## src/rtl/pc_fetch_pkg.sv

```systemverilog
`default_nettype none
// ============================================================================
// Module      : pc_fetch_pkg
// Description : Shared state encoding and default parameters for the
//               PC / instruction-fetch sequencer.
// Revision    : 1.0 - initial release
// ============================================================================
package pc_fetch_pkg;

  localparam int          DEF_W         = 16;
  localparam logic [15:0] DEF_RESET_VEC = 16'h0000;
  localparam int          DEF_EXT_BIT   = 15;

  typedef enum logic [1:0] {
    S_IDLE   = 2'b00,
    S_FETCH1 = 2'b01,
    S_FETCH2 = 2'b10
  } state_t;

endpackage : pc_fetch_pkg
`default_nettype wire

```

## src/rtl/pc_fetch_sequencer_pc_reg.sv

```systemverilog
`default_nettype none
// ============================================================================
// Module      : pc_reg
// Description : Program-counter register with load, modulo increment and a
//               one-cycle wrap pulse on carry out.
// Revision    : 1.0 - initial release
// ============================================================================
module pc_reg #(
  parameter int           W         = 16,
  parameter logic [W-1:0] RESET_VEC = '0
) (
  input  logic         clk,
  input  logic         rst,
  input  logic         load,
  input  logic [W-1:0] ld_val,
  input  logic         inc,
  output logic [W-1:0] q,
  output logic         wrap
);

  logic [W-1:0] r_q;
  logic         r_wrap;
  logic [W:0]   w_sum;

  assign w_sum = {1'b0, r_q} + {{W{1'b0}}, 1'b1};

  // A load has priority over increment and never reports a wrap.
  always_ff @(posedge clk) begin
    if (rst) begin
      r_q    <= RESET_VEC;
      r_wrap <= 1'b0;
    end else begin
      r_wrap <= 1'b0;
      if (load) begin
        r_q <= ld_val;
      end else if (inc) begin
        r_q    <= w_sum[W-1:0];
        r_wrap <= w_sum[W];
      end
    end
  end

  assign q    = r_q;
  assign wrap = r_wrap;

endmodule : pc_reg
`default_nettype wire

```

## src/rtl/pc_fetch_sequencer.sv

```systemverilog
`default_nettype none
// ============================================================================
// Module      : pc_fetch_sequencer
// Description : Holds the PC, issues word fetches and assembles 1- or 2-word
//               instructions for the instruction register / decode stage.
// Revision    : 1.0 - initial release
// ============================================================================
module pc_fetch_sequencer
  import pc_fetch_pkg::*;
#(
  parameter int           W         = DEF_W,
  parameter logic [W-1:0] RESET_VEC = W'(DEF_RESET_VEC),
  parameter int           EXT_BIT   = DEF_EXT_BIT
) (
  input  logic         clk,
  input  logic         rst,
  input  logic         en,
  input  logic         stall,
  input  logic         mem_ready,
  input  logic [W-1:0] mem_rdata,
  input  logic         br_take,
  input  logic [W-1:0] br_target,
  output logic [W-1:0] pc,
  output logic         mem_req,
  output logic         instr_valid,
  output logic [W-1:0] instr_w0,
  output logic [W-1:0] instr_w1,
  output logic         instr_ext,
  output logic         pc_wrap
);

  state_t       r_state;
  state_t       w_state_nxt;
  logic         w_acc;
  logic         w_take;
  logic         w_cap_w0;
  logic         w_cap_w1;
  logic         w_done;
  logic         r_valid;
  logic [W-1:0] r_w0;
  logic [W-1:0] r_w1;
  logic         r_ext;

  assign mem_req = (r_state != S_IDLE) && !stall;
  assign w_acc   = mem_req && mem_ready;
  // A redirect in the same cycle as an accept drops the accepted word.
  assign w_take  = w_acc && !br_take;

  assign w_cap_w0 = w_take && (r_state == S_FETCH1);
  assign w_cap_w1 = w_take && (r_state == S_FETCH2);
  assign w_done   = w_cap_w1 || (w_cap_w0 && !mem_rdata[EXT_BIT]);

  always_ff @(posedge clk) begin
    if (rst) begin
      r_state <= S_IDLE;
    end else begin
      r_state <= w_state_nxt;
    end
  end

  always_comb begin
    w_state_nxt = r_state;
    if (br_take) begin
      w_state_nxt = S_FETCH1;
    end else begin
      case (r_state)
        S_IDLE: begin
          if (en) w_state_nxt = S_FETCH1;
        end
        S_FETCH1: begin
          if (w_acc) begin
            w_state_nxt = mem_rdata[EXT_BIT] ? S_FETCH2 : S_FETCH1;
          end else if (!stall && !en) begin
            w_state_nxt = S_IDLE;
          end
        end
        S_FETCH2: begin
          if (w_acc) w_state_nxt = S_FETCH1;
        end
        default: w_state_nxt = S_IDLE;
      endcase
    end
  end

  always_ff @(posedge clk) begin
    if (rst) begin
      r_valid <= 1'b0;
      r_w0    <= '0;
      r_w1    <= '0;
      r_ext   <= 1'b0;
    end else begin
      r_valid <= w_done;
      if (w_cap_w0) begin
        r_w0 <= mem_rdata;
        if (!mem_rdata[EXT_BIT]) r_ext <= 1'b0;
      end
      if (w_cap_w1) begin
        r_w1  <= mem_rdata;
        r_ext <= 1'b1;
      end
    end
  end

  pc_reg #(
    .W         (W),
    .RESET_VEC (RESET_VEC)
  ) u_pc_reg (
    .clk    (clk),
    .rst    (rst),
    .load   (br_take),
    .ld_val (br_target),
    .inc    (w_take),
    .q      (pc),
    .wrap   (pc_wrap)
  );

  assign instr_valid = r_valid;
  assign instr_w0    = r_w0;
  assign instr_w1    = r_w1;
  assign instr_ext   = r_ext;

endmodule : pc_fetch_sequencer
`default_nettype wire
```

## config.mk

```make
export PLATFORM = sky130hd
export DESIGN_NAME = pc_fetch_sequencer
export DESIGN_NICKNAME = d
export VERILOG_FILES = /design/src/rtl/pc_fetch_pkg.sv /design/src/rtl/pc_fetch_sequencer_pc_reg.sv /design/src/rtl/pc_fetch_sequencer.sv
export SDC_FILE = /design/constraint.sdc
export NUM_CORES = 1
export LEC_CHECK = 0
export BUFFER_PORTS_ARGS = -buffer_cell sky130_fd_sc_hd__clkbuf_2
export CAP_MARGIN = 20
export CORE_MARGIN = 5
export CORE_UTILIZATION = 35
export CTS_CLUSTER_DIAMETER = 40
export CTS_CLUSTER_SIZE = 12
export DETAILED_ROUTE_END_ITERATION = 8
export GPL_TIMING_DRIVEN = 1
export SYNTH_ARGS = -nofsm -noshare
export SYNTH_HDL_FRONTEND = slang
export SYNTH_SLANG_ARGS = --single-unit
```

## constraint.sdc

```tcl
create_clock -name clk -period 4.09 [get_ports clk]
set_input_delay 0.818 -clock clk [delete_from_list [all_inputs] [get_ports clk]]
set_output_delay 0.818 -clock clk [all_outputs]
set_load 0.03 [all_outputs]
```

==> impl_metrics.py, run 1 <==
metrics = {
    "outcome": {
        "outcome": "finished, final reports clean",
    },
    "flow_run": {
        "cap_violations": 0,
    },
    "cells_and_area": {
        "area_delta_synth_final_pct": 24.25,
        "multi_input_area_um2": 1142,
        "n_antenna_cell": 0,
        "fin_cells": 433,
        "final_area_um2": 2885,
        "fill_cells": 657,
        "nNetsFinal": 394,
        "area.sequential_um2": 1061,
        "layout-drive-gt1-share": 0.3090,
    },
    "power_and_ir_drop": {
        "peakVddDrop_uv": 160.7,
        "seqPwrFrac": 0.562,
        "powerDensity_nw_per_um2": 339.0,
        "power_frac_comb": 0.133,
        "pwr-share-clk": 0.305,
        "power_switching_share": 0.2839,
        "p_int_w": 0.0007005,
        "leakagePower_nw": 1.167,
        "design_power_total_w": 0.0009782,
        "p_switching_w": 0.0002777,
    },
    "die": {
        "die_h_um": 91.46,
        "ios": 90,
        "die_area_um2": 8364,
        "core_um2": 6386,
        "rows": 29,
        "die_w_um": 91.46,
        "start_util": 0.3636,
    },
    "global_routing": {
        "grt_max_degree": 53,
        "grt_pass1_vias": 2047,
        "antenna_found_initial": 0,
        "grt_usage": 0.1410,
        "grt_pass1_wl_mm": 9.915,
        "overflow": 0,
    },
    "clock_tree": {
        "path_clk_slew_ns": 0.10,
        "htreeDepth": 2,
        "cts_setup_buffers": 0,
        "cts_tree": "done",
        "cts_buffer_depth": 2,
        "clock_latency_ns": 0.30,
        "cts_resized": 0,
        "clock-sinks": 53,
        "ctsHoldBuffers": 0,
        "cts_buffers": 5,
        "cts-root-buf": "clkbuf_8",
    },
    "route": {
        "drtIter0Drc": 112,
        "ant_nets": 0,
        "route.detailed.drc": 0,
        "vias": 2171,
        "wl_mm": 6.086,
        "via_per_inst": 5.014,
        "wl_per_cell_um": 14.06,
        "first_pass_iters": 4,
    },
    "placed_design": {
        "hpwl_mm": 4.385,
        "place_congestion": 0.7752,
        "dpl_cell_area_um2": 2779,
        "port_buffers": 89,
        "placed_cells": 424,
    },
    "hold_path": {
        "hold_depth": 2,
        "hold_path_class": "reg2reg",
        "worstHoldStart": "instr_w0[12]",
        "worstHoldEndpoint": "instr_w0[12]",
    },
    "critical_path": {
        "cp_max_fo": 28,
        "reg2regPathDepth": 4,
        "reg2reg_slack_ns": 2.19,
        "cp.required_ns": 4.29,
        "critical_path_class": "in2reg",
        "r2r-start": "r_state[0]",
        "worstSetupStartpointType": "input port",
        "timing.rr.end": "instr_ext",
        "cp_data_arrival_time_ns": 2.60,
        "path_cells": "clkbuf_2, inv_2, nand4_1, nand2_1, a21oi_1",
        "slowest_stage": "nand4_1",
        "cpPeakStageDelay_ns": 0.71,
        "worstSetupEndpointType": "flop",
        "startpoint": "br_take",
    },
    "sta": {
        "fmax_mhz": 417.0,
        "hold_viol_final": 0,
        "final-setup-viol-count": 0,
        "max_slew_margin": 0.4349,
        "rsz0062_at_grt": "false",
        "period_minus_slack_ns": 2.398,
        "finalSetupTns_ns": 0,
        "period_share": 0.5864,
        "tightest_slew_ns": 0.8414,
        "skew_ns": 0.005816,
        "maxSlewViolCount": 0,
        "holdWs_ns": 0.4606,
    },
    "synth": {
        "yosysSeqAreaShare": 0.4569,
        "yosysTopAreaCellShare": 0.4569,
        "synthCells": 276,
        "ys_types": 41,
        "ys_top_cells_by_area": "dfxtp_1 (46%), nand2_1 (11%), a21oi_1 (7.5%), a211oi_1 (3.6%), and4_1 (3.4%)",
        "avgSynthCellArea_um2": 8.414,
        "syn_area_um2": 2322,
        "synth_edf_count": 0,
        "yosys.area.top_type": "dfxtp_1",
        "synthArstFlopShare": 0,
        "ys_seq_elements": 53,
        "synth_ff_type": "dfxtp_1",
        "syn_nets": 315,
        "yosysWarnings": 0,
    },
}
-- cell families (layout without fill, tap and decap cells) --
kind of cell / count (synthesis) / in the layout / share of synthesized area
flops: 53 / 53 / 0.4569
xor+xnor: 6 / 6 / 0.02263
simple gates: 124 / 124 / 0.2775
mux: 1 / 1 / 0.004849
fa+ha+maj: 1 / 1 / 0.005387
compound gates: 64 / 64 / 0.1816
buf+inv: 27 / 107 / 0.05119
-- layout make-up --
class                           instances  share of cell area
Clock inverter                          2            0.004770
Multi-Input combinational cell        196              0.3959
Tap cell                               77             0.03339
Timing Repair Buffer                   90              0.1613
Clock buffer                            6             0.02515
Inverter                                9             0.01171
Sequential cell                        53              0.3677
-- through the flow --
step,util,setup slack [ns]
6_report,0.4518,1.692
5_1_grt,0.4518,1.488
4_1_cts,0.4487,1.652
3_5_place_dp,0.4351,1.322
3_3_place_gp,0.4351,1.391
2_1_floorplan,-,2.041
-- synth_stat cells (3+ instances only) --
| master | instances |
|---|---|
| a2111oi_1 | 4 |
| a211oi_1 | 11 |
| a21oi_1 | 35 |
| a311oi_1 | 3 |
| and4_1 | 9 |
| buf_2 | 5 |
| clkbuf_1 | 9 |
| dfxtp_1 | 53 |
| inv_1 | 7 |
| nand2_1 | 68 |
| nand3_1 | 6 |
| nand4_1 | 4 |
| nor2_1 | 17 |
| nor4_4 | 3 |
| o21ai_0 | 3 |
| xnor2_1 | 6 |
-- state kept, by name (all words and copies together) (netlist names) --
register	cells
instr_valid	1
r_state	2
u_pc_reg.q	16
instr_w0	16
instr_w1	16
instr_ext	1
u_pc_reg.wrap	1
-- cell usage in the layout (no fill, tap or decap), types with 3 or more instances in the layout --
cell        n
a211oi_1   11
inv_1       7
a311oi_1    3
nor4_4      3
clkbuf_8    5
nand2_1    68
and4_1      9
a21oi_1    35
dfxtp_1    53
o21ai_0     3
clkbuf_2   89
nand4_1     4
nor2_1     17
a2111oi_1   4
nand3_1     6
xnor2_1     6
-- critical path: cells and delay by family --
family	cells	cell delay [ns]
AO/OA/AOI/OAI	1	0.09
buffers and inverters	2	0.68
AND/OR/NAND/NOR	2	0.99
-- worst max path at each step --
stage | slack [ns] | depth (start not counted) | to
global placement | 1.39 | 5 | instr_w1[12]
floorplan | 2.04 | 1 | mem_req
detailed placement | 1.32 | 5 | instr_w1[11]
CTS | 1.65 | 5 | instr_w1[11]
finish | 1.69 | 5 | instr_w1[11]
global route | 1.49 | 5 | instr_w1[2]
-- power groups by stage --
| stage | logic (W) | registers [W] | clock network, W |
|---|---|---|---|
| after floorplan | 0.0000577 | 0.000585 | 0 |
| after global placement | 0.000129 | 0.000561 | 0 |
| after detailed placement | 0.000130 | 0.000561 | 0 |
| after CTS | 0.000130 | 0.000549 | 0.000308 |
| after global routing | 0.000143 | 0.000552 | 0.000323 |
| final | 0.000130 | 0.000549 | 0.000298 |
-- per-layer routing --
layer	vias up	track usage	part of all wire
met5	-	0	0
met2	52	0.2327	0.48
met1	993	0.1770	0.45
met4	0	0.04768	0.012
met3	8	0.03802	0.057
li1	1118	-	-
Note: power is estimated with default switching activity, not from simulation.
==> run 2: changes to the inputs <==
Clock period 4.09 ns to 2.4 ns, I/O delays scaled along.
==> run 2 against run 1 <==
Effect of this change: count of clock-buffer cells in the layout shrank 1; flip-flop and latch count is the same; non-clock buffer count grew 4; highest routed layer unchanged.
==> impl_metrics.py, run 2 (synthesis gave the netlist of run 1 again) <==
metrics = {
    "outcome": {
        "outcome": "finished, final reports clean",
    },
    "clock_tree": {
        "htreeDepth": 2,
        "path_clk_slew_ns": 0.10,
        "cts_buffers": 5,
        "cts_tree": "done",
        "cts-root-buf": "clkbuf_8",
        "cts_resized": 0,
        "cts_buffer_depth": 2,
        "clock_latency_ns": 0.31,
        "cts_setup_buffers": 0,
        "ctsHoldBuffers": 0,
        "clock-sinks": 53,
    },
    "route": {
        "via_per_inst": 5.055,
        "wl_per_cell_um": 13.88,
        "wl_mm": 6.066,
        "route.detailed.drc": 0,
        "ant_nets": 0,
        "drtIter0Drc": 133,
        "first_pass_iters": 4,
        "vias": 2209,
    },
    "critical_path": {
        "timing.rr.end": "instr_ext",
        "worstSetupStartpointType": "flop",
        "reg2reg_slack_ns": 0.51,
        "r2r-start": "r_state[0]",
        "cp_data_arrival_time_ns": 2.09,
        "critical_path_class": "reg2reg",
        "reg2regPathDepth": 4,
        "cp_max_fo": 18,
        "worstSetupEndpointType": "flop",
        "cp.required_ns": 2.59,
    },
    "hold_path": {
        "hold_path_class": "in2reg",
        "worstHoldStart": "mem_rdata[5]",
        "hold_depth": 3,
        "worstHoldEndpoint": "instr_w1[5]",
    },
    "power_and_ir_drop": {
        "leakagePower_nw": 1.181,
        "powerDensity_nw_per_um2": 577.0,
        "peakVddDrop_uv": 249.6,
        "design_power_total_w": 0.001677,
    },
    "placed_design": {
        "port_buffers": 89,
        "hpwl_mm": 4.450,
        "place_congestion": 0.7873,
    },
    "sta": {
        "finalSetupTns_ns": 0,
        "max_slew_margin": 0.5803,
        "skew_ns": 0.003036,
        "period_minus_slack_ns": 1.892,
        "period_share": 0.7884,
        "hold_viol_final": 0,
        "tightest_slew_ns": 0.6295,
        "rsz0062_at_grt": "false",
        "final-setup-viol-count": 0,
        "fmax_mhz": 528.5,
        "maxSlewViolCount": 0,
    },
    "die": {
        "start_util": 0.3636,
        "core_um2": 6386,
        "ios": 90,
        "die_w_um": 91.46,
        "die_h_um": 91.46,
        "die_area_um2": 8364,
        "rows": 29,
    },
    "cells_and_area": {
        "final_cell_mix": "clkbuf_2 (89), nand2_1 (68), dfxtp_1 (53), a21oi_1 (35), nor2_1 (17)",
        "nNetsFinal": 398,
        "n_antenna_cell": 0,
        "layout-drive-gt1-share": 0.3194,
        "area_delta_synth_final_pct": 25.16,
        "fill_cells": 634,
        "mostFrequentLayoutCell": "clkbuf_2",
    },
    "global_routing": {
        "grt_pass1_wl_mm": 10.17,
        "grt_pass1_vias": 2072,
        "overflow": 0,
        "grt_max_degree": 35,
        "grt_usage": 0.1455,
        "antenna_found_initial": 0,
    },
    "flow_run": {
        "cap_violations": 0,
    },
}
## run 2: cell count changes in the layout (fill, tap and decap cells not counted)
cell,delta
clkinvlp_4,+1
buf_4,+5
buf_12,-1
clkbuf_1,-1
## run 2: cell type report
cell class                 instances  area, um^2  share of cell area
multi-input combinational        196        1142              0.3930
sequential                        53        1061              0.3650
timing repair buffer              94       483.0              0.1662
tap                               77       96.34             0.03315
clock buffer                       5       68.82             0.02368
inverter                           9       33.78             0.01162
clock inverter                     3       21.27            0.007318
## run 2: layer usage
layer	global-route usage	vias up	part of all wire
li1	-	1136	-
met3	0.03802	9	0.056
met2	0.2291	59	0.47
met5	0	-	0
met1	0.1942	1005	0.46
met4	0.04523	0	0.012
## run 2: metrics by stage
stage               hold WS, ns  cell area [um^2]  setup WS [ns]  cells    util
floorplan                0.5472              2322         0.6357    276       -
global route             0.3794              2907         0.3045    437  0.4551
detailed placement       0.4486              2816         0.3506    429  0.4410
CTS                      0.3888              2907         0.5262    437  0.4551
finish                   0.3953              2907         0.5078    437  0.4551
global placement         0.4425              2816         0.3539    429  0.4410
## run 2: worst max-delay path: stages, from the launching register on
cell	delay [ns]
dfxtp_1	0.45
inv_2	0.11
or4_1	0.86
o21ai_0	0.26
a21oi_1	0.09
## run 2: power by group
group          switching, W  internal, W  leakage, nW  total (W)
Combinational      0.000143    0.0000800        0.704   0.000223
Clock              0.000310     0.000208       0.0445   0.000518
Sequential        0.0000310     0.000905        0.432   0.000936
Total              0.000484      0.00119         1.18    0.00168
## run 2: worst max-delay path by stage
stage | slack (ns) | start | end | cells past startpoint
final | 0.51 | r_state[0] | instr_ext | 4
after global routing | 0.30 | r_state[1] | u_pc_reg.q[11] | 4
after CTS | 0.53 | r_state[0] | instr_ext | 4
after detailed placement | 0.35 | stall | instr_ext | 5
after global placement | 0.35 | stall | instr_ext | 5
after floorplan | 0.64 | u_pc_reg.q[2] | u_pc_reg.q[15] | 4
